<file path="src/rtl/ctrl_pipeline.sv">
// Pipelined RV32I main control: ID decode, EX/MEM/WB control registers, load-use bubbles, illegal-opcode tracking.
// Define CTRL_SYSTEM_EN to accept FENCE and SYSTEM as legal NOPs; otherwise they count as illegal.
module ctrl_pipeline #(
  parameter int REG_ADDR_W = 5,
  parameter int ILL_CNT_W  = 8
) (
  input  logic                  clk,
  input  logic                  rst_n,
  input  logic                  id_valid,
  input  logic [6:0]            id_opcode,
  input  logic [REG_ADDR_W-1:0] id_rs1,
  input  logic [REG_ADDR_W-1:0] id_rs2,
  input  logic [REG_ADDR_W-1:0] id_rd,
  input  logic                  stall_i,
  input  logic                  flush_i,
  output logic                  id_jump,
  output logic                  id_branch,
  output logic                  load_use_stall_o,
  output logic                  ex_valid,
  output logic [1:0]            ex_ula_op,
  output logic [1:0]            ex_alu_src1,
  output logic [1:0]            ex_alu_src2,
  output logic                  mem_valid,
  output logic                  mem_read,
  output logic                  mem_write,
  output logic                  wb_valid,
  output logic                  wb_reg_wr,
  output logic                  wb_mux_reg_wr,
  output logic [REG_ADDR_W-1:0] ex_rd,
  output logic [REG_ADDR_W-1:0] mem_rd_idx,
  output logic [REG_ADDR_W-1:0] wb_rd,
  output logic                  ill_instr_o,
  output logic [ILL_CNT_W-1:0]  ill_cnt
);

  localparam logic [6:0] OP_R      = 7'b0110011;
  localparam logic [6:0] OP_IALU   = 7'b0010011;
  localparam logic [6:0] OP_LOAD   = 7'b0000011;
  localparam logic [6:0] OP_STORE  = 7'b0100011;
  localparam logic [6:0] OP_BRANCH = 7'b1100011;
  localparam logic [6:0] OP_LUI    = 7'b0110111;
  localparam logic [6:0] OP_AUIPC  = 7'b0010111;
  localparam logic [6:0] OP_JAL    = 7'b1101111;
  localparam logic [6:0] OP_JALR   = 7'b1100111;
`ifdef CTRL_SYSTEM_EN
  localparam logic [6:0] OP_FENCE  = 7'b0001111;
  localparam logic [6:0] OP_SYSTEM = 7'b1110011;
`endif

  function automatic logic [ILL_CNT_W-1:0] sat_inc(input logic [ILL_CNT_W-1:0] v);
    return (&v) ? v : v + ILL_CNT_W'(1);
  endfunction

  logic       dec_legal_p0, dec_reg_wr_p0, dec_mem_read_p0, dec_mem_write_p0, dec_mux_p0;
  logic [1:0] dec_ula_p0, dec_src1_p0, dec_src2_p0;
  logic       dec_jump_p0, dec_branch_p0, uses_rs1_p0, uses_rs2_p0;
  logic       ex_reg_wr, ex_mem_read, ex_mem_write, ex_mux_reg_wr;
  logic       mem_reg_wr, mem_mux_reg_wr;
  logic       bubble, consumed;

  // ID stage: opcode decode
  always_comb begin
    dec_legal_p0     = 1'b0;
    dec_reg_wr_p0    = 1'b0;
    dec_mem_read_p0  = 1'b0;
    dec_mem_write_p0 = 1'b0;
    dec_mux_p0       = 1'b0;
    dec_ula_p0       = 2'b00;
    dec_src1_p0      = 2'b00;
    dec_src2_p0      = 2'b00;
    dec_jump_p0      = 1'b0;
    dec_branch_p0    = 1'b0;
    uses_rs1_p0      = 1'b1;
    uses_rs2_p0      = 1'b0;
    case (id_opcode)
      OP_R: begin
        dec_legal_p0 = 1'b1; dec_reg_wr_p0 = 1'b1; dec_ula_p0 = 2'b10; uses_rs2_p0 = 1'b1;
      end
      OP_IALU: begin
        dec_legal_p0 = 1'b1; dec_reg_wr_p0 = 1'b1; dec_ula_p0 = 2'b10; dec_src2_p0 = 2'b01;
      end
      OP_LOAD: begin
        dec_legal_p0 = 1'b1; dec_reg_wr_p0 = 1'b1; dec_mem_read_p0 = 1'b1;
        dec_mux_p0 = 1'b1; dec_src2_p0 = 2'b01;
      end
      OP_STORE: begin
        dec_legal_p0 = 1'b1; dec_mem_write_p0 = 1'b1; dec_src2_p0 = 2'b01; uses_rs2_p0 = 1'b1;
      end
      OP_BRANCH: begin
        dec_legal_p0 = 1'b1; dec_ula_p0 = 2'b01; dec_branch_p0 = 1'b1; uses_rs2_p0 = 1'b1;
      end
      OP_LUI: begin
        dec_legal_p0 = 1'b1; dec_reg_wr_p0 = 1'b1; dec_src1_p0 = 2'b10;
        dec_src2_p0 = 2'b01; uses_rs1_p0 = 1'b0;
      end
      OP_AUIPC: begin
        dec_legal_p0 = 1'b1; dec_reg_wr_p0 = 1'b1; dec_src1_p0 = 2'b01;
        dec_src2_p0 = 2'b01; uses_rs1_p0 = 1'b0;
      end
      OP_JAL: begin
        dec_legal_p0 = 1'b1; dec_reg_wr_p0 = 1'b1; dec_src1_p0 = 2'b01;
        dec_src2_p0 = 2'b10; dec_jump_p0 = 1'b1; uses_rs1_p0 = 1'b0;
      end
      OP_JALR: begin
        dec_legal_p0 = 1'b1; dec_reg_wr_p0 = 1'b1; dec_src1_p0 = 2'b01;
        dec_src2_p0 = 2'b10; dec_jump_p0 = 1'b1;
      end
`ifdef CTRL_SYSTEM_EN
      OP_FENCE, OP_SYSTEM: dec_legal_p0 = 1'b1;
`endif
      default: ;
    endcase
  end

  assign id_jump   = id_valid & dec_jump_p0;
  assign id_branch = id_valid & dec_branch_p0;

  // A load in EX cannot forward to the very next instruction, so hold ID one cycle.
  assign load_use_stall_o = id_valid & ex_valid & ex_mem_read & (ex_rd != '0) &
                            ((uses_rs1_p0 & (ex_rd == id_rs1)) | (uses_rs2_p0 & (ex_rd == id_rs2)));

  assign bubble   = flush_i | load_use_stall_o | ~id_valid | ~dec_legal_p0;
  assign consumed = id_valid & ~stall_i & ~flush_i & ~load_use_stall_o;

  always_ff @(posedge clk or negedge rst_n) begin
    if (!rst_n) begin
      ex_valid       <= 1'b0;
      ex_reg_wr      <= 1'b0;
      ex_mem_read    <= 1'b0;
      ex_mem_write   <= 1'b0;
      ex_mux_reg_wr  <= 1'b0;
      ex_ula_op      <= 2'b00;
      ex_alu_src1    <= 2'b00;
      ex_alu_src2    <= 2'b00;
      ex_rd          <= '0;
      mem_valid      <= 1'b0;
      mem_read       <= 1'b0;
      mem_write      <= 1'b0;
      mem_reg_wr     <= 1'b0;
      mem_mux_reg_wr <= 1'b0;
      mem_rd_idx     <= '0;
      wb_valid       <= 1'b0;
      wb_reg_wr      <= 1'b0;
      wb_mux_reg_wr  <= 1'b0;
      wb_rd          <= '0;
      ill_instr_o    <= 1'b0;
      ill_cnt        <= '0;
    end else begin
      ill_instr_o <= consumed & ~dec_legal_p0;
      if (!stall_i) begin
        // MEM -> WB
        wb_valid      <= mem_valid;
        wb_reg_wr     <= mem_reg_wr;
        wb_mux_reg_wr <= mem_mux_reg_wr;
        wb_rd         <= mem_rd_idx;
        // EX -> MEM
        mem_valid      <= ex_valid;
        mem_read       <= ex_mem_read;
        mem_write      <= ex_mem_write;
        mem_reg_wr     <= ex_reg_wr;
        mem_mux_reg_wr <= ex_mux_reg_wr;
        mem_rd_idx     <= ex_rd;
        // ID -> EX
        ex_valid      <= ~bubble;
        ex_reg_wr     <= ~bubble & dec_reg_wr_p0;
        ex_mem_read   <= ~bubble & dec_mem_read_p0;
        ex_mem_write  <= ~bubble & dec_mem_write_p0;
        ex_mux_reg_wr <= ~bubble & dec_mux_p0;
        ex_ula_op     <= bubble ? 2'b00 : dec_ula_p0;
        ex_alu_src1   <= bubble ? 2'b00 : dec_src1_p0;
        ex_alu_src2   <= bubble ? 2'b00 : dec_src2_p0;
        ex_rd         <= bubble ? '0 : id_rd;
        if (consumed && !dec_legal_p0)
          ill_cnt <= sat_inc(ill_cnt);
      end
    end
  end

endmodule

</file>
<file path="config.mk">
export PLATFORM = sky130hd
export DESIGN_NAME = ctrl_pipeline
export DESIGN_NICKNAME = d
export VERILOG_FILES = /design/src/rtl/ctrl_pipeline.sv
export SDC_FILE = /design/constraint.sdc
export NUM_CORES = 1
export LEC_CHECK = 0
export BUFFER_PORTS_ARGS = -buffer_cell sky130_fd_sc_hd__buf_4
export CORE_MARGIN = 2
export CORE_UTILIZATION = 38
export CTS_CLUSTER_DIAMETER = 100
export CTS_CLUSTER_SIZE = 10
export DETAILED_ROUTE_END_ITERATION = 8
export HOLD_SLACK_MARGIN = 0.03
export MAX_ROUTING_LAYER = met4
export PLACE_DENSITY = 0.64
export SKIP_CTS_REPAIR_TIMING = 1
export SYNTH_ARGS = -nofsm -noshare
export SYNTH_HDL_FRONTEND = slang
export SYNTH_SLANG_ARGS = --single-unit
</file>
<file path="constraint.sdc">
create_clock -name clk -period 1.94 [get_ports clk]
set_input_delay 0.194 -clock clk [delete_from_list [all_inputs] [get_ports clk]]
set_output_delay 0.194 -clock clk [all_outputs]
set_load 0.05 [all_outputs]
</file>
After elaboration in Yosys (flattened, before gate mapping) --
Index checks and enable logic that the tools add are counted.
Cells by class: $add $sub $neg 1, equal/unequal tests 11, muxes and demuxes 15, bitwise logic cells 26, reduce and logical (&&, ||, !) cells 13
Operators by type and width (count):
- 7-bit by 6-bit == test with 1-bit output, second input constant | 3
- 7-bit == test, second input constant | 3
- 1-bit bitwise AND | 15
- 7-bit by 5-bit == test with 1-bit output, second input constant | 2
- 2-bit case mux with 2 select lines | 3
- 5-bit == test | 2
- 3-bit OR reduction | 3
- 9-bit OR reduction | 1
- 8-bit by 1-bit adder with 8-bit output, second input constant | 1
- 1-bit 2-to-1 mux | 8
- 8-bit AND reduction | 1
- 7-bit by 2-bit == test with 1-bit output, second input constant | 1
- 1-bit inverter | 7
- 7-bit OR reduction | 1
- 2-bit 2-to-1 mux | 3
- 5-bit 2-to-1 mux | 1
- 5-bit nonzero test | 1
- 5-bit OR reduction | 1
- 1-bit OR | 4
- 2-bit OR reduction | 2
- 3-bit AND reduction | 1
- 1-bit logical AND | 1
- 1-bit logical NOT | 1
Storage, ports and cells: register bits 41, bits of input ports 27, output and inout port bits 40, word-level logic and storage cells 85

Longest topological paths before layout --
Gate-level depths: netlist (run 1).
depth in word-level cells 11, gate-level depth with buffers 8, depth with buffers taken out 5

Worst setup path before layout (run 1) --
No wires, ideal clock.
path kind flip-flop to flip-flop, from register ex_rd[3], to register ex_rd[4], setup time 0.122 ns, data arrival time 2.163 ns, required time 1.818 ns, setup slack -0.344 ns, cell stages (with the launch flop) 8, buffers on the path 2, period minus slack after synthesis 2.284 ns, cells stage by stage dfrtp_1 -> xnor2_1 -> nand3_1 -> or4_4 -> and3_4 -> buf_6 -> buf_6 -> a32o_1
On the way: longest elaborated chain between the ends 8, elaborated cells between the ends (all ways) 12, those cells by class 2 x eq/ne; 1 x mux; 8 x bitwise; 1 x reduce/logical
Ends and longest elaborated chain:
- from (decl) | RTL line 29 | output logic [REG_ADDR_W-1:0] ex_rd,
- from (signal assigned) | RTL line 172 | ex_rd <= bubble ? '0 : id_rd;
- 5-bit == test | RTL line 120 | ((uses_rs1_p0 & (ex_rd == id_rs1)) | (uses_rs2_p0 & (ex_rd == id_rs2)));
- 1-bit bitwise AND | RTL line 120
- 1-bit OR | RTL line 120
- 1-bit bitwise AND * | RTL line 119 | assign load_use_stall_o = id_valid & ex_valid & ex_mem_read & (ex_rd != '0) &
- 1-bit OR * (3 in series) | RTL line 122 | assign bubble = flush_i | load_use_stall_o | ~id_valid | ~dec_legal_p0;
- 5-bit 2-to-1 mux * | RTL line 172
Every way passes the cells marked *; elsewhere a longest branch is shown, timed or not. A chain may end at the register's enable or synchronous reset.

Worst setup path in the final report (run 1) --
from register ex_rd[1], to output load_use_stall_o
On the way: longest elaborated chain between the ends 4, elaborated cells between the ends (all ways) 8, those cells by class 2 x eq/ne; 5 x bitwise; 1 x reduce/logical
Ends and longest elaborated chain:
- 5-bit == test | RTL line 120
- 1-bit bitwise AND | RTL line 120
- 1-bit OR | RTL line 120
- 1-bit bitwise AND * | RTL line 119
- to (decl) | RTL line 18 | output logic load_use_stall_o,
Marked as above.

==> results of run 1 <==
through the flow:
stage | instances | hold WS [ns] | utilization | power (mW) | TNS (ns)
3_5_place_dp | 303 | 0.211 | 0.511 | 1.51 | 0
5_1_grt | 316 | 0.144 | 0.545 | 2.17 | -0.301
3_3_place_gp | 303 | 0.210 | 0.511 | 1.51 | 0
4_1_cts | 311 | -0.113 | 0.529 | 2.08 | -0.138
6_report | 316 | 0.151 | 0.545 | 2.07 | -0.0905
2_1_floorplan | 167 | -0.102 | - | 1.31 | -1.25
metal layers:
| metal | wire (um) | vias to the layer above | GRT usage |
|---|---|---|---|
| met5 | 0 | - | - |
| met4 | 57 | 0 | 0.0545 |
| met3 | 277 | 5 | 0.0450 |
| met2 | 2130 | 51 | 0.258 |
| met1 | 2420 | 800 | 0.254 |
| li1 | - | 778 | - |
path summary, 6_finish.rpt:
check / startpoint / to / slack [ns] / depth (start not counted)
max: ex_rd[1] / load_use_stall_o / -0.09 / 5
min: id_rd[2] / ex_rd[2] / 0.15 / 2
max reg2reg: ex_rd[1] / ex_rd[0] / 0.04 / 5
min reg2reg: mem_reg_wr / mem_reg_wr / 0.49 / 1
max in group asynchronous: rst_n / ex_rd[0] / 1.13 / 2
min in group asynchronous: rst_n / wb_valid / 0.43 / 2
area by class of cell:
class	count	area, um2	area share
tap	70	87.6	0.0317
sequential	41	1030	0.374
multi-input combinational	116	947	0.343
inverter	2	7.51	0.00271
clock buffer	5	68.8	0.0249
clock inverter	3	21.3	0.00769
timing repair buffer	79	599	0.217
critical path, delay by kind of cell (launching register included):
kind,cells,cell delay [ns]
buffers and inverters,1,0.15
AND/OR/NAND/NOR,2,0.65
XOR/XNOR,1,0.16
flip-flops,1,0.45
AO/OA/AOI/OAI,1,0.13
report_power, final:
part | total (mW) | leakage [nW] | internal [mW] | switching [mW]
clock | 0.564 | 0.0445 | 0.255 | 0.309
combinational | 0.526 | 0.778 | 0.192 | 0.334
sequential | 0.976 | 0.554 | 0.908 | 0.0685
kinds of logic after synthesis:
| family | count (synthesis) |
|---|---|
| DFF | 41 |
| AOI/OAI and AO/OA | 26 |
| xor gates and xnor gates | 15 |
| and+or+nand+nor | 55 |
| adders and majority gates | 1 |
| buffers and inverters | 10 |
| muxes | 19 |
state kept, by name (all words and copies together), names as in the netlist, 2 cells and up:
| register | flops |
|---|---|
| ex_alu_src1 | 2 |
| ex_alu_src2 | 2 |
| ex_rd | 5 |
| ex_ula_op | 2 |
| ill_cnt | 8 |
| mem_rd_idx | 5 |
| wb_rd | 5 |
synthesized netlist by cell type (2+ instances only):
library cell	n
nand3_1	10
inv_1	2
mux2_1	16
buf_6	2
a22o_1	6
dfrtp_1	41
nand2_1	10
xnor2_1	15
and3_4	2
nand3b_1	2
and2_1	5
and3_1	5
a32o_1	9
nor2_1	6
nand4_1	6
mux2_2	3
a21o_1	3
clkbuf_1	4
==> impl_metrics.env, run 1 <==
export IMPL_placed_area_um2=2590
export IMPL_required_ns=1.75
export IMPL_cts_tree="built"
export IMPL_grt_max_degree=42
export IMPL_cp_slowest_stage_delay_ns=0.55
export IMPL_core_um2=5070
export IMPL_grt_pass1_wl_mm=8.14
export IMPL_synthAdderAreaFrac=0.00629
export IMPL_drc=0
export IMPL_hold_path_class="input port to flop"
export IMPL_syn_area_um2=1990
export IMPL_synthSimpleGateAreaFrac=0.160
export IMPL_grt_overflow=0
export IMPL_rows=26
export IMPL_num_nets_final=273
export IMPL_antenna_cells=0
export IMPL_first_global_vias=1561
export IMPL_ios=67
export IMPL_setup_viol=1
export IMPL_clock_skew_ns=0.00384
export IMPL_synth_ff_latch_count=41
export IMPL_fill_cells=483
export IMPL_period_needed_ns=2.03
export IMPL_async_flop_share=1.00
export IMPL_final_cell_mix="buf_4 (77), dfrtp_1 (35), mux2_1 (16)"
export IMPL_ys_top_cells_by_area="dfrtp_1 (52%), mux2_1 (9.1%), xnor2_1 (6.6%), a32o_1 (4.5%), a22o_1 (2.6%)"
export IMPL_end_kind="output pin"
export IMPL_fmax_mhz=492
export IMPL_path_clk_slew_ns=0.08
export IMPL_dieWidth_um=76.3
export IMPL_hold_viol_final=0
export IMPL_status="complete, but fails checks"
export IMPL_die_h_um=76.3
export IMPL_rsz0062_at_grt="yes"
export IMPL_root_buffer="clkbuf_8"
export IMPL_yosysSeqAreaShare=0.516
export IMPL_wire_per_inst_um=15.5
export IMPL_yosysWarnings=0
export IMPL_port_buffers=66
export IMPL_grt_total_usage=0.180
export IMPL_vias_per_cell=5.17
export IMPL_place_gp_congestion=0.870
export IMPL_synth_top_area_frac=0.516
export IMPL_dr_pass1_iters=4
export IMPL_die_area_um2=5830
export IMPL_crit_chain="xnor2_2 > o211ai_1 > or4_4 > nand2_2 > buf_6"
export IMPL_worstPathMaxFanout=4
export IMPL_synth_edf_count=0
export IMPL_dp_hpwl_mm=3.52
export IMPL_synth_area_mux_share=0.108
export IMPL_synth_fp_nets=195
export IMPL_worstPathArrival_ns=1.84
export IMPL_synth_top_area_cell="dfrtp_1"
export IMPL_ant_nets=0
export IMPL_ir_drop_mv=0.563
export IMPL_relSlewSlack=0.657
export IMPL_power_density_nw_per_um2=747
export IMPL_clockBufferDepth=2
export IMPL_initial_core_util=0.392
export IMPL_cts_buffers=5
export IMPL_dp_worst_setup_slack_ns=0.00292
export IMPL_startpoint_type="flop"
export IMPL_cts_sinks=41
export IMPL_avgSynthCellArea_um2=11.9
export IMPL_wl_mm=4.89
export IMPL_cap_violations=0
export IMPL_synth_compound_area_frac=0.116
export IMPL_cts_max_level=2
export IMPL_syn_inst=167
export IMPL_failed_checks="negative setup slack"
export IMPL_dr_first_iter_drc_count=94
export IMPL_ys_types=38
export IMPL_route_vias_total=1634
export IMPL_final_common_cell="buf_4"
export IMPL_yosys_most_used_dff="dfrtp_1"
export IMPL_critical_path_class="flop to output pin"
export IMPL_antenna_found_initial=0
export IMPL_synth_top_family_by_area="simple AND/OR/NAND/NOR gates"
export IMPL_synth_xor_area_frac=0.0661
export IMPL_setup_slack_ns=-0.0905
export IMPL_slew_violations=0
export IMPL_slowest_stage="or4_4"
export IMPL_total_leakage_power_nw=1.38
export IMPL_worst_pin_slew_ns=0.515
export IMPL_fin_crit_sh=1.05
export IMPL_insertion_delay_ns=0.29
export IMPL_drive_above_1_share=0.427
export IMPL_final_area_um2=2770
export IMPL_syn2layout_area_growth_pct=39.1
No activity file was read; power rests on OpenSTA's default activity.
==> run 2, diff against run 1 <==
- TNS_END_PERCENT: default -> 30
==> impl_metrics.env, run 2 (same netlist as run 1, synthesis figures left out) <==
export IMPL_status="complete, but fails checks"
export IMPL_failed_checks="negative setup slack"
export IMPL_antenna_found_initial=0
export IMPL_stdcell_count=316
export IMPL_wire_per_inst_um=14.9
export IMPL_seqPwrFrac=0.474
export IMPL_p_comb_frac=0.255
export IMPL_initial_core_util=0.392
export IMPL_worstPathArrival_ns=1.83
export IMPL_regMostFlops="ill_cnt"
export IMPL_critical_path_class="flop to output pin"
export IMPL_grt_max_degree=42
export IMPL_dr_pass1_iters=4
export IMPL_dp_worst_setup_slack_ns=0.0253
export IMPL_power_switching_mw=0.708
export IMPL_hold_path_class="input port to flop"
export IMPL_crit_chain="buf_4 > xnor2_1 > nand4_1 > a2111o_1 > nand2_2 > buf_8"
export IMPL_dieWidth_um=76.3
export IMPL_clockPowerShare=0.271
export IMPL_root_buffer="clkbuf_8"
export IMPL_drt_met1_wl_mm=2.30
export IMPL_die_area_um2=5830
export IMPL_ir_drop_mv=0.302
export IMPL_power_density_nw_per_um2=744
export IMPL_final_cell_mix="buf_4 (77), dfrtp_1 (35), mux2_1 (16)"
export IMPL_antenna_cells=0
export IMPL_syn2layout_area_growth_pct=39.5
export IMPL_fmax_mhz=495
export IMPL_largest_reg_flops=8
export IMPL_worst_path_buf_inv=2
export IMPL_wl_mm=4.72
export IMPL_slowest_stage="dfrtp_2"
export IMPL_hold_viol_final=0
export IMPL_place_gp_congestion=0.807
export IMPL_drive_above_1_share=0.427
export IMPL_rsz0062_at_grt="yes"
export IMPL_cts_buffers=5
export IMPL_total_leakage_power_nw=1.38
export IMPL_setup_slack_ns=-0.0802
export IMPL_setup_viol=1
export IMPL_insertion_delay_ns=0.29
export IMPL_wl_met3_um=274
export IMPL_clockBufferDepth=2
export IMPL_cap_violations=0
export IMPL_core_um2=5070
export IMPL_route_vias_total=1618
export IMPL_rows=26
export IMPL_grt_total_usage=0.175
export IMPL_cts_max_level=2
export IMPL_grt_pass1_wl_mm=7.88
export IMPL_fill_cells=478
export IMPL_dp_hpwl_mm=3.42
export IMPL_num_nets_final=273
export IMPL_ant_nets=0
export IMPL_placed_cells=301
export IMPL_worst_pin_slew_ns=0.550
export IMPL_clock_skew_ns=0.00491
export IMPL_end_kind="output pin"
export IMPL_die_h_um=76.3
export IMPL_dr_first_iter_drc_count=49
export IMPL_relSlewSlack=0.630
export IMPL_first_global_vias=1566
export IMPL_p_sw_frac=0.343
export IMPL_ios=67
export IMPL_path_clk_slew_ns=0.08
export IMPL_worstPathMaxFanout=5
export IMPL_fin_crit_sh=1.04
export IMPL_met2_length_mm=2.12
export IMPL_startpoint_type="flop"
export IMPL_routed_top_layer="met4"
export IMPL_cts_tree="built"
export IMPL_slew_violations=0
export IMPL_port_buffers=66
export IMPL_required_ns=1.75
export IMPL_period_needed_ns=2.02
export IMPL_p_int_mw=1.36
export IMPL_drc=0
export IMPL_grt_overflow=0
export IMPL_cp_slowest_stage_delay_ns=0.45
export IMPL_final_common_cell="buf_4"
export IMPL_cts_sinks=41
export IMPL_vias_per_cell=5.12
export IMPL_cp_top_family="flip-flops"
-- run 2: cell counts in the layout (fill, tap and decap cells not counted) --
No cell type changed its count.
-- run 2: final cells by class --
type                    instances  area (um2)  share of cell area
clock inverters                 3        21.3             0.00767
well taps                      70        87.6              0.0316
multi-input cells             116         951               0.343
inverters                       2        7.51             0.00271
flip-flops and latches         41        1030               0.373
clock buffers                   5        68.8              0.0248
repair buffers                 79         603               0.218
-- run 2: metal layers --
layer,global-route usage,vias to the layer above
met4,0.0382,0
li1,-,779
met1,0.244,791
met2,0.254,46
met3,0.0509,2
met5,-,-
-- run 2: final timing paths --
path                                 start  slack (ns)                to  depth (start not counted)
worst max-delay path              ex_rd[4]       -0.08  load_use_stall_o                          6
worst min-delay path              id_rd[0]        0.15          ex_rd[0]                          2
worst max register to register    ex_rd[4]        0.01          ex_rd[1]                          6
worst min register to register  mem_reg_wr        0.49        mem_reg_wr                          1
max in group asynchronous            rst_n        1.13          ex_rd[0]                          2
min in group asynchronous            rst_n        0.42          wb_rd[3]                          2
-- run 2: worst register-to-register path, cell delays in order, from the launching register on --
cell      delay (ns)
dfrtp_2         0.45
buf_4           0.15
xnor2_1         0.15
nand4_1         0.18
a2111o_1        0.37
and3_4          0.25
a32o_1          0.27
-- run 2: power by group through the flow --
stage          sequential (mW)  combinational (mW)  clock, mW
6_report                 0.979               0.525      0.559
5_1_grt                  0.992               0.559      0.615
4_1_cts                  0.980               0.520      0.585
3_5_place_dp             0.996               0.520          0
3_3_place_gp             0.994               0.512          0
2_1_floorplan             1.17               0.142          0
-- run 2: stage by stage --
step | hold WS, ns | cell area, um2 | power, mW | TNS (ns) | utilization
floorplan | -0.102 | 2000 | 1.31 | -1.18 | -
CTS | -0.115 | 2670 | 2.08 | -0.147 | 0.526
global placement | 0.210 | 2580 | 1.51 | 0 | 0.508
global route | 0.150 | 2770 | 2.17 | -0.563 | 0.546
finish | 0.154 | 2770 | 2.06 | -0.0802 | 0.546
detailed placement | 0.206 | 2580 | 1.52 | 0 | 0.508
==> run 3, diff against run 2 <==
- CTS_CLUSTER_SIZE: 10 -> default
- RECOVER_POWER: default -> 100
==> impl_metrics.env, run 3 (same netlist as run 1, synthesis figures left out) <==
export IMPL_critical_path_startpoint="ex_rd[4]"
export IMPL_whs_ns=0.154
export IMPL_cp_slowest_stage_delay_ns=0.45
export IMPL_cap_violations=0
export IMPL_ff2ff_setup_slack_ns=0.01
export IMPL_place_gp_congestion=0.807
export IMPL_relSlewSlack=0.327
export IMPL_worstPathMaxFanout=5
export IMPL_antenna_cells=0
export IMPL_crit_end="load_use_stall_o"
export IMPL_setup_viol=1
export IMPL_drc=0
export IMPL_vias_per_cell=5.12
export IMPL_ios=67
export IMPL_clockBufferDepth=2
export IMPL_dp_hpwl_mm=3.42
export IMPL_first_global_vias=1566
export IMPL_total_leakage_power_nw=1.24
export IMPL_grt_pass1_wl_mm=7.88
export IMPL_hold_path_startpoint="id_rd[0]"
export IMPL_cts_max_level=2
export IMPL_final_common_cell="buf_4"
export IMPL_ir_drop_mv=0.292
export IMPL_r2r_start="ex_rd[4]"
export IMPL_dr_pass1_iters=4
export IMPL_antenna_found_initial=0
export IMPL_fin_crit_sh=1.04
export IMPL_placed_area_um2=2580
export IMPL_hold_viol_final=0
export IMPL_cts_tree="built"
export IMPL_slowest_stage="dfrtp_2"
export IMPL_power_density_nw_per_um2=765
export IMPL_multi_input_area_um2=951
export IMPL_dieWidth_um=76.3
export IMPL_startpoint_type="flop"
export IMPL_path_clk_slew_ns=0.08
export IMPL_port_buffers=66
export IMPL_die_h_um=76.3
export IMPL_seq_area_um2=1030
export IMPL_worstPathArrival_ns=1.82
export IMPL_cts_sinks=41
export IMPL_final_cell_mix="buf_4 (40), dfrtp_1 (35), clkbuf_1 (35)"
export IMPL_final_area_um2=2640
export IMPL_grt_total_usage=0.175
export IMPL_hold_path_class="input port to flop"
export IMPL_rows=26
export IMPL_wire_per_inst_um=14.9
export IMPL_end_kind="output pin"
export IMPL_dr_first_iter_drc_count=47
export IMPL_initial_core_util=0.392
export IMPL_syn2layout_area_growth_pct=32.6
export IMPL_fill_cells=513
export IMPL_failed_checks="negative setup slack"
export IMPL_period_needed_ns=2.02
export IMPL_required_ns=1.75
export IMPL_grt_max_degree=42
export IMPL_grt_overflow=0
export IMPL_cts_buffers=5
export IMPL_worst_pin_slew_ns=1.01
export IMPL_regMostFlops="ill_cnt"
export IMPL_critical_path_class="flop to output pin"
export IMPL_die_area_um2=5830
export IMPL_clock_skew_ns=0.00490
export IMPL_p_total_mw=2.02
export IMPL_crit_chain="buf_4 > xnor2_1 > nand4_1 > a2111o_1 > nand2_2 > buf_8"
export IMPL_route_vias_total=1617
export IMPL_largest_reg_flops=8
export IMPL_status="complete, but fails checks"
export IMPL_setup_slack_ns=-0.0774
export IMPL_wl_mm=4.70
export IMPL_finalSetupTns_ns=-0.0774
export IMPL_rr_endpoint="ex_rd[1]"
export IMPL_fmax_mhz=496
export IMPL_drive_above_1_share=0.285
export IMPL_worst_r2r_cell_count=6
export IMPL_ant_nets=0
export IMPL_rsz0062_at_grt="yes"
export IMPL_insertion_delay_ns=0.29
export IMPL_slew_violations=0
export IMPL_num_nets_final=273
export IMPL_root_buffer="clkbuf_8"
export IMPL_core_um2=5070
[run 3: cell type report]
cell class,count,area share
clock buffers,5,0.0261
well taps,70,0.0332
clock inverters,3,0.00807
multi-input cells,116,0.361
inverters,2,0.00285
repair buffers,79,0.177
flip-flops and latches,41,0.392
[run 3: critical path: cells and delay by family (launching register included)]
| family | cells | cell delay [ns] |
|---|---|---|
| AND/OR/NAND/NOR | 2 | 0.27 |
| XOR/XNOR | 1 | 0.15 |
| buffers and inverters | 2 | 0.29 |
| AO/OA/AOI/OAI | 1 | 0.37 |
| flip-flops | 1 | 0.45 |
[run 3: power by group]
part	internal [mW]	leakage, nW	total (mW)	switching (mW)
sequential	0.908	0.554	0.978	0.0707
clock	0.255	0.0445	0.559	0.303
combinational	0.145	0.637	0.479	0.333
total	1.31	1.24	2.02	0.707
[run 3: metal layers]
metal	share of wire	wire length [um]	track usage	up-vias
met5	0	0	-	-
met2	0.44	2080	0.254	52
li1	-	-	-	778
met4	0.0047	22	0.0382	0
met3	0.067	317	0.0509	2
met1	0.49	2280	0.244	785
[run 3: worst min-delay path by stage]
stage / to / slack (ns) / cells after the start
2_1_floorplan: ex_alu_src1[0] / -0.10 / 0
3_3_place_gp: wb_rd[1] / 0.21 / 1
3_5_place_dp: wb_rd[3] / 0.21 / 1
4_1_cts: wb_rd[3] / -0.12 / 1
5_1_grt: ex_rd[0] / 0.15 / 2
6_report: ex_rd[0] / 0.15 / 2
[run 3: metrics by stage]
| stage | util | cells | worst slack (ns) |
|---|---|---|---|
| after floorplan | - | 167 | -0.121 |
| after global placement | 0.508 | 301 | 0.0149 |
| after detailed placement | 0.508 | 301 | 0.0253 |
| after CTS | 0.526 | 309 | -0.147 |
| after global routing | 0.519 | 316 | -0.145 |
| final | 0.519 | 316 | -0.0774 |
